`config.mk`:
```
export PLATFORM = sky130hd
export DESIGN_NAME = hx8352_bus_sequencer
export DESIGN_NICKNAME = d
export VERILOG_FILES = /design/src/rtl/hx8352_pkg.sv /design/src/rtl/hx8352_bus_write.sv /design/src/rtl/hx8352_bus_sequencer.sv
export SDC_FILE = /design/constraint.sdc
export NUM_CORES = 1
export LEC_CHECK = 0
export CORE_UTILIZATION = 38
export CTS_CLUSTER_SIZE = 28
export DETAILED_ROUTE_END_ITERATION = 7
export PLACE_DENSITY = 0.68
export SETUP_SLACK_MARGIN = 0.5
export SLEW_MARGIN = 20
export SYNTH_ARGS = -nofsm -noshare
export SYNTH_HDL_FRONTEND = slang
export SYNTH_SLANG_ARGS = --single-unit
```
`constraint.sdc`:
```
create_clock -name clk -period 2.66 [get_ports clk]
set_input_delay 0.665 -clock clk [delete_from_list [all_inputs] [get_ports clk]]
set_output_delay 0.665 -clock clk [all_outputs]
set_load 0.01 [all_outputs]
```
`src/rtl/hx8352_pkg.sv`:
```
// Shared constants and state encodings for the HX8352 parallel-bus sequencer.
package hx8352_pkg;

  // Pseudo-command: value field is a delay in milliseconds, nothing is written.
  localparam logic [7:0] DELAY_CMD       = 8'hFE;
  // Register index that opens the GRAM write window for pixel streaming.
  localparam logic [7:0] GRAM_WRITE_IDX  = 8'h22;
  // End-of-table marker used by the init-value ROM.
  localparam logic [7:0] CMD_CUSTOM_DONE = 8'hFF;

  typedef enum logic [3:0] {
    S_HWRST_LO,
    S_HWRST_HI,
    S_REQ,
    S_WAIT,
    S_DELAY,
    S_IDX,
    S_DAT,
    S_GRAM_IDX,
    S_RUN,
    S_PX_WR
  } seq_state_t;

  typedef enum logic [1:0] {
    BW_IDLE,
    BW_LOW,
    BW_HIGH
  } bw_phase_t;

  // Chip select is held active while a write is in flight and for the whole pixel mode.
  function automatic logic cs_active(input seq_state_t s);
    return (s == S_IDX) || (s == S_DAT) || (s == S_GRAM_IDX) ||
           (s == S_RUN) || (s == S_PX_WR);
  endfunction

endpackage

```
`src/rtl/hx8352_bus_write.sv`:
```
// Single 8080-style write strobe engine: wr_n low for WR_LOW cycles, then high
// for WR_HIGH cycles with rs/db held so the panel latches on the rising edge.
module hx8352_bus_write
  import hx8352_pkg::*;
#(
  parameter int WR_LOW  = 2,
  parameter int WR_HIGH = 2
) (
  input  logic        clk,
  input  logic        rst,
  input  logic        start,
  input  logic        rs,
  input  logic [15:0] data,
  output logic        busy,
  output logic        done,
  output logic        lcd_wr_n,
  output logic        lcd_rs,
  output logic [15:0] lcd_db
);

  localparam int unsigned CMAX = (WR_LOW > WR_HIGH) ? WR_LOW : WR_HIGH;
  localparam int unsigned CW   = (CMAX > 1) ? $clog2(CMAX) : 1;
  localparam logic [CW-1:0] LOW_LAST  = CW'(WR_LOW - 1);
  localparam logic [CW-1:0] HIGH_LAST = CW'(WR_HIGH - 1);

  bw_phase_t     phase, phase_n;
  logic [CW-1:0] cnt, cnt_n;

  assign busy = (phase != BW_IDLE);
  assign done = (phase == BW_HIGH) && (cnt == HIGH_LAST);

  // Phase sequencing; a start in the final high cycle chains straight into the next write.
  always_comb begin
    phase_n = phase;
    cnt_n   = cnt;
    if (start) begin
      phase_n = BW_LOW;
      cnt_n   = '0;
    end else begin
      unique case (phase)
        BW_LOW: begin
          if (cnt == LOW_LAST) begin
            phase_n = BW_HIGH;
            cnt_n   = '0;
          end else begin
            cnt_n = cnt + 1'b1;
          end
        end
        BW_HIGH: begin
          if (cnt == HIGH_LAST) begin
            phase_n = BW_IDLE;
            cnt_n   = '0;
          end else begin
            cnt_n = cnt + 1'b1;
          end
        end
        default: ;
      endcase
    end
  end

  // Phase register plus registered pin drivers; rs/db captured only on start.
  always_ff @(posedge clk or posedge rst) begin
    if (rst) begin
      phase    <= BW_IDLE;
      cnt      <= '0;
      lcd_wr_n <= 1'b1;
      lcd_rs   <= 1'b1;
      lcd_db   <= '0;
    end else begin
      phase    <= phase_n;
      cnt      <= cnt_n;
      lcd_wr_n <= (phase_n != BW_LOW);
      if (start) begin
        lcd_rs <= rs;
        lcd_db <= data;
      end
    end
  end

endmodule

```
`src/rtl/hx8352_bus_sequencer.sv`:
```
// HX8352 bus sequencer: panel hardware reset, init pair streaming with delay
// pseudo-commands, GRAM index write, then pixel streaming over one strobe engine.
module hx8352_bus_sequencer
  import hx8352_pkg::*;
#(
  parameter int MS_CYCLES = 50000,
  parameter int RST_MS    = 10,
  parameter int WR_LOW    = 2,
  parameter int WR_HIGH   = 2
) (
  input  logic        clk,
  input  logic        rst,
  output logic        init_next,
  input  logic [7:0]  init_cmd,
  input  logic [7:0]  init_value,
  input  logic        init_rdy,
  input  logic        init_finish,
  input  logic        px_valid,
  input  logic [15:0] px_data,
  output logic        px_ready,
  output logic        ready,
  output logic        lcd_rst_n,
  output logic        lcd_cs_n,
  output logic        lcd_rs,
  output logic        lcd_wr_n,
  output logic [15:0] lcd_db
);

  localparam int unsigned CW = (MS_CYCLES > 1) ? $clog2(MS_CYCLES) : 1;
  localparam logic [CW-1:0] CYC_LAST = CW'(MS_CYCLES - 1);
  localparam logic [7:0]    RST_LAST = 8'(RST_MS - 1);

  seq_state_t    state, state_n;
  logic [CW-1:0] cyc, cyc_n, cyc_tick;
  logic [7:0]    ms, ms_n, ms_tick;
  logic [7:0]    value_q, value_n;

  logic          wr_start, wr_rs, wr_busy, wr_done;
  logic [15:0]   wr_data;

  hx8352_bus_write #(
    .WR_LOW  (WR_LOW),
    .WR_HIGH (WR_HIGH)
  ) u_bus_write (
    .clk      (clk),
    .rst      (rst),
    .start    (wr_start),
    .rs       (wr_rs),
    .data     (wr_data),
    .busy     (wr_busy),
    .done     (wr_done),
    .lcd_wr_n (lcd_wr_n),
    .lcd_rs   (lcd_rs),
    .lcd_db   (lcd_db)
  );

  // Next state, timer advance and write-engine mux; writes start on the transition edge
  // into a write state so no idle cycle separates the decision from the strobe.
  always_comb begin
    state_n  = state;
    cyc_n    = cyc;
    ms_n     = ms;
    value_n  = value_q;
    wr_start = 1'b0;
    wr_rs    = 1'b1;
    wr_data  = '0;
    cyc_tick = (cyc == CYC_LAST) ? '0 : cyc + 1'b1;
    ms_tick  = ((cyc == CYC_LAST) && (ms != 8'hFF)) ? ms + 8'd1 : ms;
    unique case (state)
      S_HWRST_LO, S_HWRST_HI: begin
        if ((cyc == CYC_LAST) && (ms == RST_LAST)) begin
          state_n = (state == S_HWRST_LO) ? S_HWRST_HI : S_REQ;
          cyc_n   = '0;
          ms_n    = '0;
        end else begin
          cyc_n = cyc_tick;
          ms_n  = ms_tick;
        end
      end
      S_REQ: state_n = S_WAIT;
      S_WAIT: begin
        if (init_rdy) begin
          value_n = init_value;
          if (init_cmd == DELAY_CMD) begin
            state_n = S_DELAY;
            cyc_n   = '0;
            ms_n    = '0;
          end else begin
            state_n  = S_IDX;
            wr_start = 1'b1;
            wr_rs    = 1'b0;
            wr_data  = {8'h00, init_cmd};
          end
        end else if (init_finish) begin
          state_n  = S_GRAM_IDX;
          wr_start = 1'b1;
          wr_rs    = 1'b0;
          wr_data  = {8'h00, GRAM_WRITE_IDX};
        end
      end
      S_DELAY: begin
        if ((value_q == 8'd0) || ((cyc == CYC_LAST) && (ms == value_q - 8'd1))) begin
          state_n = S_REQ;
          cyc_n   = '0;
          ms_n    = '0;
        end else begin
          cyc_n = cyc_tick;
          ms_n  = ms_tick;
        end
      end
      S_IDX: begin
        if (wr_done) begin
          state_n  = S_DAT;
          wr_start = 1'b1;
          wr_rs    = 1'b1;
          wr_data  = {8'h00, value_q};
        end
      end
      S_DAT:      if (wr_done) state_n = S_REQ;
      S_GRAM_IDX: if (wr_done) state_n = S_RUN;
      S_RUN: begin
        if (px_valid && px_ready && !wr_busy) begin
          state_n  = S_PX_WR;
          wr_start = 1'b1;
          wr_rs    = 1'b1;
          wr_data  = px_data;
        end
      end
      S_PX_WR:    if (wr_done) state_n = S_RUN;
      default:    state_n = S_HWRST_LO;
    endcase
  end

  // State, timer and registered control outputs derived from the next state.
  always_ff @(posedge clk or posedge rst) begin
    if (rst) begin
      state     <= S_HWRST_LO;
      cyc       <= '0;
      ms        <= '0;
      value_q   <= '0;
      init_next <= 1'b0;
      px_ready  <= 1'b0;
      ready     <= 1'b0;
      lcd_rst_n <= 1'b0;
      lcd_cs_n  <= 1'b1;
    end else begin
      state     <= state_n;
      cyc       <= cyc_n;
      ms        <= ms_n;
      value_q   <= value_n;
      init_next <= (state_n == S_REQ);
      px_ready  <= (state_n == S_RUN);
      ready     <= ready | (state_n == S_RUN);
      lcd_rst_n <= (state_n != S_HWRST_LO);
      lcd_cs_n  <= !cs_active(state_n);
    end
  end

endmodule

```
# Word-level counts from Yosys, hierarchy flattened

Cells that the tools add are included.

Register bits after elaboration: 62
Output and inout bits: 23
Logic and storage cells: 114

Add/subtract/negate cells: 4
Equality and inequality tests: 25
Mux-type cells: 46
Bitwise logic cells: 1
Reductions and logical operators: 24

Operators by type and width:

| kind                                                 | count |
|---|---|
| 2-to-1 mux 16 bit                                    | 7 |
| case mux 16 bit (3 select lines)                     | 2 |
| 2-to-1 mux 8 bit                                     | 7 |
| 2-to-1 mux 4 bit                                     | 8 |
| case mux 4 bit (8 select lines)                      | 1 |
| equality test 4 x 3 -> 1 bit (second input constant) | 7 |
| case mux 8 bit (3 select lines)                      | 1 |
| adder 16 x 1 -> 16 bit (second input constant)       | 1 |
| equality test 16 bit (second input constant)         | 1 |
| equality test 4 bit (second input constant)          | 4 |
| 2-to-1 mux 1 bit                                     | 13 |
| equality test 4 x 2 -> 1 bit (second input constant) | 3 |
| adder 8 x 1 -> 8 bit (second input constant)         | 1 |
| equality test 8 x 4 -> 1 bit (second input constant) | 1 |
| equality test 8 bit                                  | 1 |
| equality test 8 bit (second input constant)          | 1 |
| logical NOT 8 bit                                    | 1 |
| 2-to-1 mux 2 bit                                     | 4 |
| != test 8 bit (second input constant)                | 1 |
| subtractor 8 x 1 -> 8 bit (second input constant)    | 1 |
| logical AND 1 bit                                    | 6 |
| 2-to-1 mux 6 bit                                     | 1 |
| OR reduction 2 bit                                   | 3 |
| logical OR 1 bit                                     | 5 |
| 16 further kinds                                     | 19 |

# Depth between registers and ports, before layout

Gate-level depths: netlist (run 1).

Word-level depth: 12
Gate-level depth with buffers: 10
Depth with buffers taken out: 8

# Modules after synthesis

Synthesis (run 1) repeated with hierarchy kept, for this count alone.

Cell total of the unflattened synthesis: 377
Area, all modules: 3697.3 sq um

By module, submodules not included:

| module               | instances | cells an instance | area each (sq um) |
|---|---|---|---|
| hx8352_bus_sequencer | 1         | 319               | 2839.0 |
| hx8352_bus_write     | 1         | 58                | 858.3 |

# Least setup slack after synthesis (run 1)

Ideal clock, no wire load.

Path kind: register to register
From: register state[2]
To: register ms[0]
Data arrival time: 2.297 ns
Slack: 0.241 ns
Stages on the path, launching flop included: 8
Buffers on the path: 1
Period minus slack after synthesis: 2.419 ns
Path through: dfrtp_1 -> or3b_4 -> or4_4 -> and2_4 -> buf_6 -> or4b_1 -> o211ai_2 -> nor2_2

Word-level cells in the longest chain between the ends: 4
Elaborated cells on any way between the ends: 10

Ends and longest elaborated chain:

| what                                                                     | line                        | source |
|---|---|---|
| start, declared                                                          | hx8352_bus_sequencer.sv:33  | `seq_state_t state, state_n;` |
| start signal, assigned                                                   | hx8352_bus_sequencer.sv:147 | `state <= state_n;` |
| equality test 4 x 1 -> 1 bit / logical NOT 4 bit (equally long branches) | hx8352_bus_sequencer.sv:69  | `unique case (state)` |
| OR reduction 2 bit                                                       | hx8352_bus_sequencer.sv:69  |  |
| nonzero test 3 bit (no source line)                                      | n/a                         |  |
| AND reduction 3 bit (no source line)                                     | n/a                         |  |
| end signal, assigned                                                     | hx8352_bus_sequencer.sv:149 | `ms <= ms_n;` |
| end, declared                                                            | hx8352_bus_sequencer.sv:35  | `logic [7:0] ms, ms_n, ms_tick;` |

Parallel ways exist; a longest one is shown, timed or not.
A chain may end at the register's enable or synchronous reset.

# Worst setup path in the final report (run 1)

From: register cyc[13]
To: register ms[3]

Word-level cells in the longest chain between the ends: 5
Elaborated cells on any way between the ends: 9

Ends and longest elaborated chain:

| what                                                        | line                                                                                | source |
|---|---|---|
| start, declared                                             | hx8352_bus_sequencer.sv:34                                                          | `logic [CW-1:0] cyc, cyc_n, cyc_tick;` |
| start signal, assigned                                      | hx8352_bus_sequencer.sv:148                                                         | `cyc <= cyc_n;` |
| equality test 16 bit (*)                                    | hx8352_bus_sequencer.sv:68, hx8352_bus_sequencer.sv:71, hx8352_bus_sequencer.sv:102 |  |
| logical AND 1 bit, on equally long branches                 | hx8352_bus_sequencer.sv:68, hx8352_bus_sequencer.sv:102                             |  |
| 2-to-1 mux 8 bit / logical OR 1 bit (equally long branches) | hx8352_bus_sequencer.sv:68, hx8352_bus_sequencer.sv:102                             |  |
| 2-to-1 mux 8 bit, on equally long branches                  | hx8352_bus_sequencer.sv:102, hx8352_bus_sequencer.sv:71                             |  |
| case mux 8 bit (3 select lines) (*)                         | hx8352_bus_sequencer.sv:69                                                          |  |

Mark *: on every way between the ends. The rest lies on a longest branch, timed or not.

==> results of run 1 <==
==> final timing paths <==
kind	start	endpoint	depth (start not counted)
max in group asynchronous	rst	ms[2]	3
max reg2reg	cyc[13]	ms[3]	8
max	cyc[13]	ms[3]	8
min	cyc[15]	cyc[15]	1
min in group asynchronous	rst	cyc[0]	2
min reg2reg	cyc[15]	cyc[15]	1
==> worst register-to-register path, stage by stage (launching register included) <==
cell       delay (ns)
dfrtp_2          0.45
and4b_1          0.29
nand4_1          0.16
buf_4            0.19
a2111oi_4        0.23
or4b_4           0.52
buf_12           0.17
a221oi_4         0.25
o41ai_2          0.11
==> cell usage in the layout (no fill, tap or decap), types with 5 or more instances in the layout <==
| master | Yosys | final |
|---|---|---|
| buf_4 | 0 | 63 |
| dfrtp_1 | 59 | 55 |
| clkdlybuf4s50_1 | 0 | 50 |
| nand2_1 | 41 | 35 |
| nor2_1 | 33 | 30 |
| o21ai_0 | 34 | 16 |
| o21ai_1 | 1 | 14 |
| nand3_1 | 13 | 13 |
| inv_1 | 16 | 12 |
| clkbuf_8 | 0 | 12 |
| nand4_1 | 11 | 11 |
| a21oi_1 | 12 | 11 |
| buf_6 | 1 | 11 |
| nor3_1 | 16 | 10 |
| a31oi_1 | 9 | 8 |
| a22o_1 | 8 | 8 |
| dlygate4sd2_1 | 0 | 8 |
| and3_1 | 8 | 7 |
| xnor2_1 | 8 | 7 |
| a222oi_1 | 7 | 7 |
| mux2_2 | 6 | 6 |
| ha_1 | 7 | 5 |
| buf_12 | 0 | 5 |
==> flip-flops by register name, summed over array words and instances (netlist names) <==
signal and cells:
cyc 16, init_next 1, lcd_cs_n 1, lcd_rst_n 1, ms 8, px_ready 1
ready 1, state 4, u_bus_write.cnt 1, u_bus_write.lcd_db 16, u_bus_write.lcd_rs 1, u_bus_write.lcd_wr_n 1
u_bus_write.phase 2, value_q 8
==> cell families (layout without fill, tap and decap cells) <==
logic type                 count (synthesis)  count (layout)
buffers and inverters                     39             171
xor gates and xnor gates                  12              12
AOI/OAI and AO/OA                        108             108
DFF                                       62              62
muxes                                      7               7
adders and majority gates                  7               7
and+or+nand+nor                          161             161
==> power by group <==
group          switching, µW  internal [µW]  total [µW]
Combinational           1570           1550        3120
Sequential               298           1240        1540
Clock                    379            604         983
Total                   2250           3390        5640
==> per-layer routing <==
metal  wire length [µm]  up-vias  global-route usage [%]
met5                  0        -                       0
met1               4770     1825                    30.1
li1                   -     1730                       -
met3                609       20                    5.69
met4                221        0                    9.73
met2               5640      125                    38.9
==> layout make-up <==
class	instances	area, µm²
Timing Repair Buffer	139	1280
Multi-Input combinational cell	295	2350
Clock buffer	13	169
Inverter	16	63.8
Fill cell	738	3560
Tap cell	111	139
Sequential cell	62	1560
Clock inverter	3	65.1
==> stage by stage <==
| step | utilization (%) | instance area (µm²) |
|---|---|---|
| 2_1_floorplan | - | 3700 |
| 3_3_place_gp | 51.8 | 4760 |
| 3_5_place_dp | 51.8 | 4760 |
| 4_1_cts | 59.3 | 5450 |
| 5_1_grt | 61.2 | 5630 |
| 6_report | 61.2 | 5630 |
==> timing repair <==
| action | 4_1_cts | 5_1_grt |
|---|---|---|
| setup buffers | 24 | 2 |
| pin swaps | 23 | 24 |
| resized for setup | 82 | 33 |
| cloned | 0 | 1 |
| setup endpoints to repair | 43 | 51 |
==> impl_metrics.tcl, run 1 <==
set metrics [dict create \
    setup_ws_ns 0.154 \
    cts_inserted_buffers 9 \
    p_leak_uw 0.00231 \
    hold_path_class "reg2reg" \
    boundaryPins 60 \
    synthToLayoutAreaGrowth_pct 56.3 \
    ir_drop_mv 0.567 \
    grt_antenna_before_repair 0 \
    yosys.area.top_type "dfrtp_1" \
    ys_warn_count 0 \
    path_delay_family "simple AND/OR/NAND/NOR gates" \
    synth_top_area_share_pct 41.0 \
    final_hold_viol_count 0 \
    fin_crit_sh_pct 94.2 \
    grt_max_degree 33 \
    crit_path_cell_trace "and4b_1 -> nand4_1 -> buf_4 -> a2111oi_4 -> or4b_4 -> buf_12 -> a221oi_4 -> o41ai_2" \
    overflow 0 \
    place_congestion 0.933 \
    skew_ns 0.0114 \
    hpwl_um 7350 \
    outcome "finished, final reports clean" \
    netlist_area_um2 3600 \
    viasPerCell 5.79 \
    ys_seq_elements 62 \
    synth_fp_nets 440 \
    period_needed_ns 2.51 \
    dp.cells 596 \
    grt_pass1_wl_um 18500 \
    worst-setup-path-type "reg2reg" \
    drtPass1Iterations 5 \
    worstPathArrival_ns 2.72 \
    grt_pass1_vias 3729 \
    required_ns 2.87 \
    critPathMaxStageDelay_ns 0.52 \
    synthFlopType "dfrtp_1" \
    cap_violations 0 \
    fin_tns_setup_ns 0 \
    synth_edf_count 0 \
    drc 0 \
    synth_compound_area_share_pct 21.2 \
    io_buffer_count 59 \
    totalPowerFinal_uw 5640 \
    finalWirelength_um 11200 \
    syn_area_per_cell_um2 9.10 \
    clkTransAtPathRegs_ns 0.08 \
    start_util_pct 39.2 \
    fmax_ghz 0.399 \
    yosysMostFrequentCell "dfrtp_1" \
    place_ws_ns -0.294 \
    rsz0062_at_grt "yes" \
    h-tree-depth 3 \
    slew_headroom_pct 52.2 \
    cp_num_buf_inv 2 \
    synth_top_family_by_area "simple AND/OR/NAND/NOR gates" \
    synthTopCellsByArea "dfrtp_1 41%, o21ai_0 4.7%, nand2_1 4.3%, nor2_1 3.4%, ha_1 2.4%" \
    dieArea_um2 9880 \
    drt_iter0_markers 150 \
    whs_ns 0.469 \
    wl_per_cell_um 17.6 \
    crit_path_end_kind "flop" \
    layout-drive-gt1-share_pct 33.5 \
    cts_tree "built" \
    cts_num_sinks 62 \
    vias 3700 \
    synth-adder-area-share_pct 2.43 \
    die_w_um 99.4 \
    core_um2 9200 \
    rrSetupSlack_ns 0.15 \
    die_h_um 99.4 \
    num_rows 35 \
    synthTopCellsByCount "59 x dfrtp_1, 41 x nand2_1, 34 x o21ai_0, 33 x nor2_1, 18 x clkbuf_1" \
    fin_nets 567 \
    clk_latency_ns 0.35 \
    cts_buffer_depth 2 \
    setup_viol 0 \
    n_antenna_cell 0 \
    pwr_density_cell_nw_per_um2 1000 \
    yosysSeqAreaShare_pct 43.2 \
    stdcell_count 639 \
    hold_buffers 0 \
    yosys.area_share.simple_pct 23.7 \
    async_reset_ff_share_pct 100 \
    cts_root_buf "clkbuf_8" \
    grt.total_usage_pct 23.7 \
    synth_xor_area_share_pct 2.92 \
    cp_max_fo 8 \
    worst_setup_path_start_kind "flop" \
    synth_cell_types 63 \
    detail-route-antenna-nets 0 \
    worstMarginPinSlew_ns 0.710 \
    synth_mux_area_share_pct 2.15 \
    synth_cells 396 \
    critPathSlowestCell "or4b_4" \
    drv_slew 0 \
]
Note: power is estimated with default switching activity, not from simulation.
==> run 2: changes to the inputs <==
--- a/config.mk
+++ b/config.mk
@@ -5,10 +5,10 @@
 export SDC_FILE = /design/constraint.sdc
 export NUM_CORES = 1
 export LEC_CHECK = 0
-export CORE_UTILIZATION = 38
+export CORE_UTILIZATION = 45
 export CTS_CLUSTER_SIZE = 28
 export DETAILED_ROUTE_END_ITERATION = 7
-export PLACE_DENSITY = 0.68
+export PLACE_DENSITY = 0.77
 export SETUP_SLACK_MARGIN = 0.5
 export SLEW_MARGIN = 20
 export SYNTH_ARGS = -nofsm -noshare
==> run 2 against run 1 <==
  * Register-to-register slack worse by 0.04 ns
  * Routed wire length decreased by 2.2%
  * Clock skew up 0.0048 ns
  * First-iteration DRC count increased by 75%
  * Global-route usage is 2.4 points higher
  * Critical endpoint is now ms[5]
  * Largest cell class unchanged
==> impl_metrics.tcl, run 2 (synthesized netlist as in run 1, its figures left out) <==
set metrics [dict create \
    wl_per_cell_um 17.4 \
    crit_path_end_kind "flop" \
    h-tree-depth 3 \
    pwr_density_cell_nw_per_um2 946 \
    ir_drop_mv 0.659 \
    period_needed_ns 2.54 \
    overflow 0 \
    required_ns 2.88 \
    worst_hold_path.endpoint "cyc[15]" \
    clkTransAtPathRegs_ns 0.08 \
    final_hold_viol_count 0 \
    final_common_cell "buf_4" \
    grt_antenna_before_repair 0 \
    worstRegToRegCells 9 \
    grt.total_usage_pct 26.1 \
    cts_root_buf "clkbuf_8" \
    p_leak_uw 0.00226 \
    grt_pass1_wl_um 17300 \
    p_sw_share_pct 42.2 \
    rrSetupSlack_ns 0.12 \
    critPathSlowestCell "or4b_4" \
    crit_path_cell_trace "ha_2 -> and3_4 -> nand4_1 -> buf_6 -> a2111oi_4 -> or4b_4 -> buf_12 -> a221oi_4 -> o41ai_2" \
    setup_viol 0 \
    rsz0062_at_grt "yes" \
    hold_path_class "reg2reg" \
    outcome "finished, final reports clean" \
    power_frac_seq_pct 29.7 \
    vias 3733 \
    cp_max_fo 8 \
    clkPwrFrac_pct 14.5 \
    layout-drive-gt1-share_pct 32.7 \
    dieArea_um2 8370 \
    core_um2 7730 \
    worst_setup_path_start_kind "flop" \
    detail-route-antenna-nets 0 \
    hold_start "cyc[15]" \
    top_regs "cyc (16), u_bus_write.lcd_db (16)" \
    pwr-share-comb_pct 55.8 \
    r2r_start "cyc[1]" \
    num_rows 32 \
    cts_inserted_buffers 9 \
    io_buffer_count 59 \
    worst-setup-path-type "reg2reg" \
    cts_buffer_depth 2 \
    totalPowerFinal_uw 5140 \
    drv_slew 0 \
    drc 0 \
    cts_num_sinks 62 \
    internal_power_uw 2970 \
    worst_r2r_endpoint "ms[5]" \
    place_congestion 0.856 \
    drtPass1Iterations 5 \
    start_util_pct 46.6 \
    synthToLayoutAreaGrowth_pct 50.9 \
    final_cell_mix "65 x buf_4, 58 x dfrtp_1, 50 x clkdlybuf4s50_1, 34 x nand2_1, 29 x nor2_1" \
    n_antenna_cell 0 \
    fin_crit_sh_pct 95.7 \
    grt_max_degree 27 \
    die_h_um 91.5 \
    worstPathArrival_ns 2.76 \
    worstMarginPinSlew_ns 0.718 \
    slew_headroom_pct 51.7 \
    critPathMaxStageDelay_ns 0.52 \
    skew_ns 0.0162 \
    boundaryPins 60 \
    fmax_ghz 0.393 \
    fin_nets 568 \
    die_w_um 91.5 \
    drt_iter0_markers 262 \
    hpwl_um 7370 \
    cts_tree "built" \
    cap_violations 0 \
    finalWirelength_um 11000 \
    clk_latency_ns 0.36 \
    nFillCells 540 \
    viasPerCell 5.92 \
    p_switching_uw 2170 \
    holdPathStages 1 \
    fin_util_pct 70.4 \
    grt_pass1_vias 3590 \
]
## run 2: cell count changes in the layout (fill, tap and decap cells not counted), moves of 3 or more
cell / delta
clkbuf_8: -3
dfrtp_1: +3
dfrtp_2: -3
o21ai_0: +3
o31ai_1: +4
## run 2: power by group through the flow
stage | logic, µW | clock network, µW | registers [µW]
after floorplan | 1430 | 0 | 1500
after global placement | 2260 | 0 | 1510
after detailed placement | 2340 | 0 | 1520
after CTS | 2670 | 751 | 1510
after global routing | 3090 | 799 | 1560
final | 2870 | 748 | 1530
## run 2: routing by layer
metal	routed length, µm	part of all wire [%]	up-vias	GRT usage (%)
met3	800	7.3	26	7.20
li1	-	-	1735	-
met1	4480	41	1812	32.8
met5	0	0	-	0
met4	228	2.1	0	10.7
met2	5480	50	160	42.2
## run 2: worst max path at each step
| stage | from | to | slack (ns) | cells past startpoint |
|---|---|---|---|---|
| global route | cyc[1] | ms[5] | -0.0009 | 9 |
| finish | cyc[1] | ms[5] | 0.12 | 9 |
| detailed placement | init_cmd[6] | ms[5] | -0.33 | 6 |
| global placement | init_cmd[0] | ms[6] | -0.15 | 8 |
| CTS | value_q[0] | ms[5] | 0.18 | 9 |
| floorplan | state[2] | ms[0] | 0.27 | 7 |
## run 2: worst max-delay path, delay by kind of cell (launching register included)
kind	cells	cell delay (ns)
buffers and inverters	2	0.32
adders and majority gates	1	0.20
AOI/OAI and AO/OA	3	0.68
and+or+nand+nor	3	0.79
DFF	1	0.40
## run 2: repair_timing
action / 4_1_cts / 5_1_grt
gates resized for setup: 67 / 28
pin swaps: 27 / 22
setup buffers: 13 / 7
hold buffers: 0 / 0
setup endpoints to repair: 49 / 46
endpoints found under the hold margin: 0 / 0
gates cloned: 1 / 0
## run 2: final cells by class
class,count,area [µm²],area share [%]
multi-input combinational,295,2240,41.3
sequential,62,1560,28.6
timing repair buffer,140,1270,23.4
tap,102,128,2.35
clock buffer,9,124,2.28
inverter,16,63.8,1.17
clock inverter,7,48.8,0.897
## run 2: per-stage QoR
step	instances	worst slack [ns]	instance area [µm²]	TNS, ns	hold slack (ns)
after floorplan	396	0.266	3700	0	0.444
after global placement	594	-0.149	4790	-1.69	0.457
after CTS	624	0.178	5270	0	0.463
final	631	0.115	5440	0	0.466
after global routing	631	-0.000925	5440	-0.000925	0.506
after detailed placement	594	-0.325	4790	-2.98	0.457
